[config.mk]
export PLATFORM = sky130hd
export DESIGN_NAME = mac_dot_sequencer
export DESIGN_NICKNAME = d
export VERILOG_FILES = /design/src/rtl/mac_dot_sequencer.sv
export SDC_FILE = /design/constraint.sdc
export NUM_CORES = 1
export LEC_CHECK = 0
export BUFFER_PORTS_ARGS = -buffer_cell sky130_fd_sc_hd__buf_2
export CAP_MARGIN = 20
export CORE_MARGIN = 2
export CORE_UTILIZATION = 30
export CTS_CLUSTER_SIZE = 28
export DETAILED_ROUTE_END_ITERATION = 10
export GPL_ROUTABILITY_DRIVEN = 0
export SETUP_SLACK_MARGIN = 0.1
export SYNTH_ARGS = -nofsm -noshare
export SYNTH_HDL_FRONTEND = slang
export SYNTH_SLANG_ARGS = --single-unit
[constraint.sdc]
create_clock -name clk -period 3.4 [get_ports clk]
set_input_delay 0.68 -clock clk [delete_from_list [all_inputs] [get_ports clk]]
set_output_delay 0.68 -clock clk [all_outputs]
set_load 0.05 [all_outputs]
[src/rtl/mac_dot_sequencer.sv]
// Feeds cfg_len (data, weight) pairs into one MAC lane and returns the dot product on a valid/ready port.
// res_valid rises on the second edge after the last accept; no operands accepted while a result is held.
module mac_dot_sequencer #(
  parameter int DATA_WIDTH   = 16,
  parameter int WEIGHT_WIDTH = 8,
  parameter int ACCUM_WIDTH  = 32,
  parameter int LEN_WIDTH    = 8
) (
  input  logic                    clk,
  input  logic                    rst_n,
  input  logic                    start,
  input  logic [LEN_WIDTH-1:0]    cfg_len,
  input  logic                    abort,
  output logic                    busy,
  input  logic                    in_valid,
  output logic                    in_ready,
  input  logic [DATA_WIDTH-1:0]   in_data,
  input  logic [WEIGHT_WIDTH-1:0] in_weight,
  output logic                    mac_enable,
  output logic                    mac_clear,
  output logic [DATA_WIDTH-1:0]   mac_data,
  output logic [WEIGHT_WIDTH-1:0] mac_weight,
  input  logic [ACCUM_WIDTH-1:0]  mac_accum,
  output logic                    res_valid,
  input  logic                    res_ready,
  output logic [ACCUM_WIDTH-1:0]  res_data
);

  typedef enum logic [1:0] {S_IDLE, S_FEED, S_WAIT, S_HOLD} state_t;

  state_t               state;
  logic [LEN_WIDTH-1:0] len;
  logic [LEN_WIDTH-1:0] count;
  logic [LEN_WIDTH-1:0] last_idx;
  logic                 feed;
  logic                 accept;

  assign feed     = (state == S_FEED);
  assign last_idx = len - LEN_WIDTH'(1);
  // abort masks the handshake so the producer never sees a beat the MAC did not take
  assign in_ready   = feed & ~abort;
  assign accept     = in_ready & in_valid;
  assign mac_enable = accept;
  assign mac_clear  = accept & (count == '0);
  assign mac_data   = feed ? in_data : '0;
  assign mac_weight = feed ? in_weight : '0;

  always_ff @(posedge clk or negedge rst_n) begin
    if (!rst_n) begin
      state     <= S_IDLE;
      busy      <= 1'b0;
      res_valid <= 1'b0;
      res_data  <= '0;
      len       <= '0;
      count     <= '0;
    end else if (abort) begin
      state     <= S_IDLE;
      busy      <= 1'b0;
      res_valid <= 1'b0;
    end else begin
      case (state)
        S_IDLE: begin
          if (start) begin
            busy <= 1'b1;
            if (cfg_len != '0) begin
              len   <= cfg_len;
              count <= '0;
              state <= S_FEED;
            end else begin
              res_data  <= '0;
              res_valid <= 1'b1;
              state     <= S_HOLD;
            end
          end
        end
        S_FEED: begin
          if (in_valid) begin
            count <= count + LEN_WIDTH'(1);
            if (count == last_idx) state <= S_WAIT;
          end
        end
        S_WAIT: begin
          // MAC registered the final product on the previous edge
          res_data  <= mac_accum;
          res_valid <= 1'b1;
          state     <= S_HOLD;
        end
        S_HOLD: begin
          if (res_ready) begin
            res_valid <= 1'b0;
            busy      <= 1'b0;
            state     <= S_IDLE;
          end
        end
        default: begin
          state     <= S_IDLE;
          busy      <= 1'b0;
          res_valid <= 1'b0;
        end
      endcase
    end
  end

endmodule

== Yosys cells after proc, flatten, opt, wreduce, memory -nomap -nowiden ==
Cells that the tools add are included.

* Register bits: 52
* Input port bits: 70
* Output and inout port bits: 61
* Word-level logic and storage cells: 62

* $add $sub $neg: 2
* Equality and inequality tests: 13
* Multiplexer cells: 24
* Bitwise logic cells: 4
* Reductions and logical operators: 13

{| class="wikitable"
|+ Operators with widths
! kind !! number
|-
| $mux 32 || 2
|-
| $pmux 32 s2 || 1
|-
| $mux 8 || 4
|-
| $mux 16 || 1
|-
| $pmux 8 s2 || 1
|-
| $reduce_and 4->1 || 4
|-
| $mux 2 || 6
|-
| $ne 3x3->1 const B || 4
|-
| $add 8x1->8 const B || 1
|-
| $eq 8x8->1 || 1
|-
| $logic_not 8->1 || 1
|-
| $ne 2x2->1 const B || 4
|-
| $pmux 2 s4 || 1
|-
| $reduce_bool 8->1 || 1
|-
| $sub 8x1->8 const B || 1
|-
| $mux 1 || 6
|-
| $reduce_and 5->1 || 1
|-
| $eq 2x2->1 const B || 2
|-
| $reduce_bool 2->1 || 2
|-
| $reduce_bool 4->1 || 1
|-
| $and 1x1->1 || 3
|-
| $ne 3x2->1 const B || 1
|-
| $pmux 1 s3 || 1
|-
| $reduce_and 3->1 || 1
|-
| 5 further kinds || 5
|}

== Depth between registers and ports, before layout ==
Gate-level depths: netlist of the first run.

* Word-level depth: 6
* Mapped depth: 8
* Depth with buffers taken out: 8

== Worst setup path after synthesis of the first run ==
Ideal clock, no wire load.

* Path kind: register to output
* From: reg state[1]
* To: out mac_clear
* Arrival time: 3.717 ns
* Data required time: 2.720 ns
* Path slack: -0.997 ns
* Cell stages (with the launch flop): 8
* Path buffers: 1
* Cells stage by stage: dfrtp_1 > inv_1 > ha_1 > clkbuf_1 > nor2b_1 > and2_1 > nand2_1 > nor4_1

* Longest elaborated chain between the ends: 4

{| class="wikitable"
|+ Ends and longest elaborated chain
! element !! RTL line !! RTL
|-
| start, declared || 31 || <nowiki>state_t state;</nowiki>
|-
| start signal, assigned || 50 || <nowiki>state <= S_IDLE;</nowiki>
|-
| start signal, assigned || 57 || <nowiki>state <= S_IDLE;</nowiki>
|-
| start signal, assigned || 68 || <nowiki>state <= S_FEED;</nowiki>
|-
| $eq 2x1->1 || 38 || <nowiki>assign feed = (state == S_FEED);</nowiki>
|-
| $and 1x1->1 || 41 || <nowiki>assign in_ready = feed & ~abort;</nowiki>
|-
| net in_ready || 16 || <nowiki>output logic in_ready,</nowiki>
|-
| $and 1x1->1 || 42 || <nowiki>assign accept = in_ready & in_valid;</nowiki>
|-
| net mac_enable || 19 || <nowiki>output logic mac_enable,</nowiki>
|-
| $and 1x1->1 || 44 || <nowiki>assign mac_clear = accept & (count == '0);</nowiki>
|-
| end, declared || 20 || <nowiki>output logic mac_clear,</nowiki>
|}

The timed path passes the listed nets, and every way through them passes these cells.

== Final worst setup path of the first run ==
* From: reg count[0]
* To: out mac_clear

* Longest elaborated chain between the ends: 2

{| class="wikitable"
|+ Ends and longest elaborated chain
! element !! RTL line !! RTL
|-
| start, declared || 33 || <nowiki>logic [LEN_WIDTH-1:0] count;</nowiki>
|-
| start signal, assigned || 78 || <nowiki>count <= count + LEN_WIDTH'(1);</nowiki>
|-
| $logic_not 8->1 || 44 ||
|-
| $and 1x1->1 || 44 ||
|}

No other way between the ends.

==> results of run 1 <==
-- kinds of logic after synthesis --
logic type,synth area share
simple gates,0.173
compound gates,0.204
flops,0.492
buf+inv,0.0464
xor+xnor,0.0265
fa+ha+maj,0.0331
mux,0.0251
-- cell type report --
cell class | instances | area (um^2) | area share
Clock buffer | 5 | 68.8 | 0.0196
Clock inverter | 3 | 46.3 | 0.0132
Inverter | 10 | 37.5 | 0.0107
Multi-Input combinational cell | 173 | 1240 | 0.353
Sequential cell | 52 | 1300 | 0.371
Tap cell | 108 | 135 | 0.0385
Timing Repair Buffer | 134 | 681 | 0.194
-- worst max-delay path by stage --
stage / startpoint / endpoint / cells after the start
after floorplan: state[1] / mac_clear / 7
after global routing: count[0] / mac_clear / 6
after detailed placement: cfg_len[5] / res_data[22] / 6
after global placement: cfg_len[5] / res_data[10] / 6
after CTS: count[0] / mac_clear / 6
final: count[0] / mac_clear / 6
-- critical path, stage by stage (launching register included) --
cell	delay, ps
dfrtp_1	450
inv_1	80
ha_1	140
nor4b_1	270
nand2_1	140
nor4_4	130
buf_2	290
-- flip-flops by register name (all words and copies together) (netlist names) --
name	count
busy	1
count	8
len	8
res_data	32
res_valid	1
state	2
-- cells in the final DEF (no fill, tap or decap), types with 2 or more instances in the layout --
| master | count |
|---|---|
| dfrtp_1 | 52 |
| nand4_1 | 2 |
| a211oi_1 | 2 |
| ha_1 | 7 |
| o21ai_0 | 16 |
| buf_2 | 130 |
| or4_4 | 2 |
| nand3_1 | 5 |
| or2_2 | 3 |
| xor2_1 | 6 |
| nand2b_1 | 7 |
| buf_4 | 4 |
| clkbuf_8 | 5 |
| xnor2_1 | 2 |
| nor3_1 | 3 |
| nor2_1 | 4 |
| or3_1 | 2 |
| o31ai_1 | 5 |
| mux2_2 | 5 |
| a311oi_1 | 2 |
| and2_1 | 29 |
| nand2_1 | 17 |
| o31a_1 | 2 |
| inv_1 | 10 |
| a21oi_1 | 4 |
| a22o_1 | 33 |
-- per-stage QoR --
step                 util  cell area (um^2)  instances  power, uW  hold slack, ps
floorplan               -              2660        250       2590             384
global placement    0.393              3390        477       3020             485
detailed placement  0.393              3390        477       3050             487
CTS                 0.406              3510        485       3510             304
global route        0.406              3510        485       3680             308
finish              0.406              3510        485       3470             295
-- power breakdown --
part	internal [uW]	switching, uW	total (uW)
logic	598	1390	1990
clock network	223	217	441
registers	862	180	1040
-- metal layers --
metal	global-route usage	share of wire	up-vias	routed length, um
li1	-	-	1141	-
met1	0.188	0.44	1101	3000
met2	0.232	0.49	63	3340
met3	0.0293	0.054	7	370
met4	0.0406	0.013	0	89
met5	0	0	-	0
==> impl_metrics.ini, run 1 <==
[timing]
finalHoldViolations = 0
tns_ps = 0
fin_crit_ps = 2500
relSlewSlack = 0.319
post-route-period-util = 0.735
skew_ps = 3.16
setup_viol = 0
tightest_slew_ps = 1020
setup_slack_ps = 900
max_freq_mhz = 400
grt_setup_unrepaired = no
drv_slew = 0

[yosys]
synth_most_common_cell = dfrtp_1
ys_top_cells_by_count = dfrtp_1, a22o_1, and2_1, nand2_1, o21ai_0
synth_area_mm2 = 0.00265
ys_ff_latch = 52
synth_edf_count = 0
synthTopCellsByArea = dfrtp_1, a22o_1, and2_1
syn_nets = 327
async_flop_share = 1.00
synthDistinctLibCells = 40
ys.flop_type = dfrtp_1
yosysWarnings = 0
ys_seq_area_frac = 0.492
post-synth-top-area-cell = dfrtp_1
syn_inst = 250
syn_area_per_cell_um2 = 10.6
synth_top_area_frac = 0.492

[clock_network]
worst_skew_pair.late_latency_ps = 300
clock_path_buffers = 2
cts_post_setup_buffers_inserted = 0
cts-root-buf = clkbuf_8
htree_levels = 2
cts_buffers = 5
holdBufCountCts = 0
cts-resized-gates = 0
cts_tree = done
clk_pin_slew_ps = 100
numClockSinks = 52

[placed_design]
place_ws_ps = 703
dp_hpwl_mm = 5.18
io_buffers = 130

[worst_setup_path]
rr_worst_depth = 5
crit_fanout = 6
crit_arrival_ps = 1820
r2r_end = res_data[22]
crit_path_start_kind = register
crit_type = reg -> out
timing.rr.start = state[0]
rrSetupSlack_ps = 1120
crit_required_ps = 2720
crit_path_end_kind = output pin

[job]
drv_cap = 0

[floorplan]
io_pins = 131
die_width_um = 97.9
start_util = 0.306
core_mm2 = 0.00864
die_y_um = 97.9
die-area_mm2 = 0.00958
rows = 34

[power]
power.density_mw_per_mm2 = 989
power.leakage_uw = 0.00181
irDropWorstVdd_uv = 398

[global_routing]
grt_pass1_vias = 2214
grt_max_degree = 36
grt_usage = 0.141
grt_first_pass_wirelength_mm = 11.0
overflow = 0
antenna_found_initial = 0

[route]
wl_mm = 6.79
first_pass_iters = 4
wl_per_cell_um = 14.0
vias = 2312
via_per_inst = 4.77
drc = 0
drt_iter0_drc = 92
antenna_left = 0

[finish]
diodes = 0
layout-drive-gt1-share = 0.414
num-fill-cells = 874
area_delta_synth_final_pct = 32.6
final_nets = 453

[min_path]
hold_class = in -> async

[run_status]
outcome = complete, no violations
No activity file was read; power rests on OpenSTA's default activity.
==> run 2, diff against run 1 <==
==> constraint.sdc (replaced) <==
create_clock -name clk -period 2.5 [get_ports clk]
set_input_delay 0.5 -clock clk [delete_from_list [all_inputs] [get_ports clk]]
set_output_delay 0.5 -clock clk [all_outputs]
set_load 0.05 [all_outputs]
==> run 2 against run 1 <==
  * Core utilization rose by 0.99 points
  * Hold slack better by 13 ps
  * Clock-buffer cell count unchanged
  * Global-route usage is 0.57 points lower
  * Clock skew rose by 1.9 ps
  * Design area up 2.4%
  * Register-to-register slack lost 780 ps
  * Sequential cell count unchanged
  * Critical path type unchanged
==> impl_metrics.ini, run 2 (synthesis results as in run 1) <==
[run_status]
outcome = complete, no violations

[route]
first_pass_iters = 4
drc = 0
wl_per_cell_um = 12.8
top_layer_used = met4
wl_met2_mm = 2.77
via_per_inst = 4.76
wl_met1_mm = 2.87
vias = 2331
antenna_left = 0
wl_mm = 6.29
met3_length_um = 594
drt_iter0_drc = 70

[timing]
relSlewSlack = 0.563
hold_slack_ps = 308
setup_viol = 0
setup_slack_ps = 176
post-route-period-util = 0.930
max_freq_mhz = 430
grt_setup_unrepaired = no
finalHoldViolations = 0
skew_ps = 5.01
drv_slew = 0
tightest_slew_ps = 656
fin_crit_ps = 2320
tns_ps = 0

[finish]
top_register = res_data
area_delta_synth_final_pct = 35.9
layout_common_cells = buf_2, dfrtp_1, a22o_1
diodes = 0
final_nets = 458
layout-drive-gt1-share = 0.440
register_area_mm2 = 0.00130
fin_util = 0.416
top_regs = res_data (32), count (8), len (8)
num-fill-cells = 839
layout_commonest_cell = buf_2
multi_input_comb_area_mm2 = 0.00127
instances_no_fill = 490
largest_register_ffs = 32

[clock_network]
cts_tree = done
clk_pin_slew_ps = 100
cts_buffers = 5
cts-root-buf = clkbuf_8
holdBufCountCts = 0
worst_skew_pair.late_latency_ps = 300
numClockSinks = 52
htree_levels = 2
clock_path_buffers = 2

[global_routing]
grt_first_pass_wirelength_mm = 10.8
grt_usage = 0.135
grt_max_degree = 53
grt_pass1_vias = 2279
antenna_found_initial = 0
overflow = 0

[worst_setup_path]
crit_fanout = 3
crit_required_ps = 2000
crit_path_start_kind = register
crit_end = mac_clear
crit_type = reg -> out
crit_path_end_kind = output pin
rrSetupSlack_ps = 340
timing.rr.start = len[0]
r2r_end = state[0]
cp-startpoint = state[1]
rr_worst_depth = 8
crit_arrival_ps = 1820

[floorplan]
die-area_mm2 = 0.00958
io_pins = 131
core_mm2 = 0.00864
die_y_um = 97.9
start_util = 0.306
die_width_um = 97.9
rows = 34

[power]
power.density_mw_per_mm2 = 1330
irDropWorstVdd_uv = 659
power.leakage_uw = 0.00184

[placed_design]
place_ws_ps = 275
dp_hpwl_mm = 4.67
io_buffers = 130
dp_cells = 479

[job]
drv_cap = 0

[min_path]
hold_class = in -> async
run 2: timing repair:
item | 4_1_cts | 5_1_grt
buffers inserted | 0 | 2
setup endpoints to repair | 1 | 1
resized for setup | 3 | 2
run 2: worst min-delay path by stage:
stage                       startpoint  slack (ps)            to  cells after the start
after floorplan                  rst_n         200          busy                      0
after global placement    res_data[11]         480  res_data[11]                      1
after detailed placement  res_data[27]         490  res_data[27]                      1
after CTS                        rst_n         330  res_data[16]                      2
after global routing             rst_n         360  res_data[16]                      2
final                            rst_n         310  res_data[15]                      2
run 2: power by group:
| part | switching [uW] | internal, uW | total, uW |
|---|---|---|---|
| logic | 1900 | 867 | 2770 |
| clock network | 286 | 302 | 588 |
| registers | 240 | 1170 | 1410 |
| total | 2420 | 2340 | 4770 |
run 2: layer usage:
metal  GRT usage  vias up
met5           0        -
met4      0.0321        0
met3      0.0379        4
met2       0.222      101
met1       0.178     1076
li1            -     1150
run 2: area by class of cell:
type,count,share of cell area
clock buffer,5,0.0192
tap,108,0.0376
sequential,52,0.363
multi-input combinational,173,0.353
clock inverter,3,0.0129
inverter,10,0.0104
timing repair buffer,139,0.204
run 2: critical path: stages, from the launching register on:
cell and delay (ps):
dfrtp_1 430, inv_2 110, ha_4 130, nor2b_4 140
and2_4 150, nand2_2 60, nor4_4 310, buf_6 200
run 2: per-stage QoR:
| step | cell area (um^2) | power, uW |
|---|---|---|
| after CTS | 3570 | 4800 |
| final | 3590 | 4770 |
| after floorplan | 2700 | 3550 |
| after global routing | 3590 | 5100 |
| after global placement | 3440 | 4140 |
| after detailed placement | 3440 | 4180 |
==> run 3, diff against run 2 <==
--- a/config.mk
+++ b/config.mk
@@ -5,8 +5,9 @@
 export SDC_FILE = /design/constraint.sdc
 export NUM_CORES = 1
 export LEC_CHECK = 0
+export ABC_AREA = 1
 export BUFFER_PORTS_ARGS = -buffer_cell sky130_fd_sc_hd__buf_2
-export CAP_MARGIN = 20
+export CAP_MARGIN = 25
 export CORE_MARGIN = 2
 export CORE_UTILIZATION = 30
 export CTS_CLUSTER_SIZE = 28
==> run 3 against run 2 <==
  * Global-route usage grew 0.48 points
  * Setup slack gained 9.5 ps
  * First-iteration DRC count grew 20%
  * Largest cell class unchanged
==> impl_metrics.ini, run 3 <==
[timing]
relSlewSlack = 0.609
hold_slack_ps = 53.0
setup_slack_ps = 185
drv_slew = 0
tns_ps = 0
grt_setup_unrepaired = yes
fin_crit_ps = 2320
post-route-period-util = 0.926
finalHoldViolations = 0
tightest_slew_ps = 586
max_freq_mhz = 432
skew_ps = 8.29
setup_viol = 0

[yosys]
synth_edf_count = 0
synthDistinctLibCells = 27
syn_nets = 472
yosys-mux-area-fraction = 0.00397
synthSimpleGateAreaFrac = 0.290
synth_compound_area_frac = 0.106
syn_inst = 395
ys_seq_area_frac = 0.459
synth_top_family_by_area = simple AND/OR/NAND/NOR gates
synthTopCellsByArea = dfrtp_1, nand2_1, o21ai_1
synth_top_area_frac = 0.459
yosysWarnings = 0
synth-xor-area-share = 0.0124
ys_top_cells_by_count = nand2_1, dfrtp_1, inv_1, o21ai_1, nor2_1
synth_most_common_cell = nand2_1
ys_ff_latch = 52
synth_area_mm2 = 0.00284
synthAdderAreaFrac = 0.0309
async_flop_share = 1.00
ys.flop_type = dfrtp_1
syn_area_per_cell_um2 = 7.18
post-synth-top-area-cell = dfrtp_1

[finish]
num-fill-cells = 999
area_delta_synth_final_pct = 31.1
largest_register_ffs = 32
register_area_mm2 = 0.00130
top_register = res_data
layout-drive-gt1-share = 0.294
multi_input_comb_area_mm2 = 0.00128
final_cell_area_mm2 = 0.00372
top_regs = res_data (32), count (8), len (8)
layout_common_cells = nand2_1, buf_2, dfrtp_1
layout_commonest_cell = nand2_1
final_nets = 600
diodes = 0

[power]
fin_total_pwr_uw = 4020
power.density_mw_per_mm2 = 1080
irDropWorstVdd_uv = 529
power.leakage_uw = 0.00215

[route]
wl_mm = 7.31
antenna_left = 0
via_per_inst = 4.34
first_pass_iters = 4
drt_iter0_drc = 84
vias = 2757
drc = 0
wl_per_cell_um = 11.5

[worst_setup_path]
crit_arrival_ps = 1820
cp_slowest_cell = dfrtp_1
crit_fanout = 7
crit_required_ps = 2000
crit_path_end_kind = output pin
cp_slowest_stage_delay_ps = 430
crit_path_start_kind = register
crit_type = reg -> out
path_cells = inv_1 -> ha_2 -> inv_4 -> nor3_4 -> nor3b_4 -> clkbuf_4

[clock_network]
cts_post_setup_buffers_inserted = 0
htree_levels = 2
cts_tree = done
cts-root-buf = clkbuf_8
numClockSinks = 52
clk_pin_slew_ps = 100
worst_skew_pair.late_latency_ps = 300
clock_path_buffers = 2
cts_buffers = 5

[placed_design]
place_area_mm2 = 0.00362
io_buffers = 130
place_ws_ps = 499
dp_hpwl_mm = 5.67

[floorplan]
die_y_um = 101
die_width_um = 101
io_pins = 131
rows = 35
core_mm2 = 0.00920
start_util = 0.308
die-area_mm2 = 0.0102

[global_routing]
grt_usage = 0.140
grt_max_degree = 65
overflow = 0
antenna_found_initial = 0
grt_pass1_vias = 2548
grt_first_pass_wirelength_mm = 11.7

[job]
drv_cap = 0

[min_path]
hold_class = in -> async

[run_status]
outcome = complete, no violations
[run 3: cell count changes after synthesis, moves of 12 or more]
cell / before / now
a22o_1: 33 / 0
and2_1: 29 / 0
inv_1: 10 / 52
nand2_1: 17 / 148
nand3_1: 5 / 17
nor2_1: 4 / 27
o21ai_1: 1 / 43
[run 3: kinds of logic after synthesis]
| kind of cell | count (synthesis) |
|---|---|
| AO/OA/AOI/OAI | 59 |
| XOR/XNOR | 4 |
| adder cells (fa/ha/maj) | 7 |
| buffers and inverters | 69 |
| flip-flops | 52 |
| multiplexers | 1 |
| AND/OR/NAND/NOR | 203 |
[run 3: stage by stage]
step           utilization  instances
4_1_cts              0.404        635
6_report             0.404        635
5_1_grt              0.404        635
2_1_floorplan            -        395
3_5_place_dp         0.394        627
3_3_place_gp         0.394        627
[run 3: worst max-delay path, delay by kind of cell, from the launching register on]
family                     cells  cell delay [ps]
DFF                            1              430
adders and majority gates      1              270
buffers and inverters          3              420
and+or+nand+nor                2              390
[run 3: where the power goes]
part	switching (uW)	internal, uW
Clock	289	200
Combinational	1700	601
Sequential	167	1070
Total	2150	1870
[run 3: routing by layer]
metal / vias to the layer above / global-route usage / share of wire
met1: 1216 / 0.184 / 0.46
met2: 65 / 0.233 / 0.48
met4: 0 / 0.0218 / 0.0047
li1: 1472 / - / -
met3: 4 / 0.0421 / 0.059
met5: - / 0 / 0
[run 3: final cells by class]
| type | count | share of cell area |
|---|---|---|
| sequential | 52 | 0.350 |
| multi-input combinational | 274 | 0.345 |
| timing repair buffer | 136 | 0.189 |
| inverter | 54 | 0.0552 |
| tap | 111 | 0.0374 |
| clock buffer | 6 | 0.0195 |
| clock inverter | 2 | 0.00438 |
[run 3: final timing paths]
| path | to | start | depth (start not counted) | slack, ps |
|---|---|---|---|---|
| min | res_data[8] | rst_n | 1 | 50 |
| max in group asynchronous | len[2] | rst_n | 2 | 1810 |
| min in group clk | len[4] | cfg_len[4] | 3 | 430 |
| max reg2reg | count[4] | state[0] | 9 | 600 |
| max | mac_clear | state[1] | 6 | 180 |
| min reg2reg | res_data[12] | res_data[12] | 2 | 500 |
[run 3: what timing repair did]
item | CTS | global route
endpoints found under the setup margin | 0 | 4
resized for setup | 0 | 2
endpoints found under the hold margin | 0 | 0
hold buffers | 0 | 0
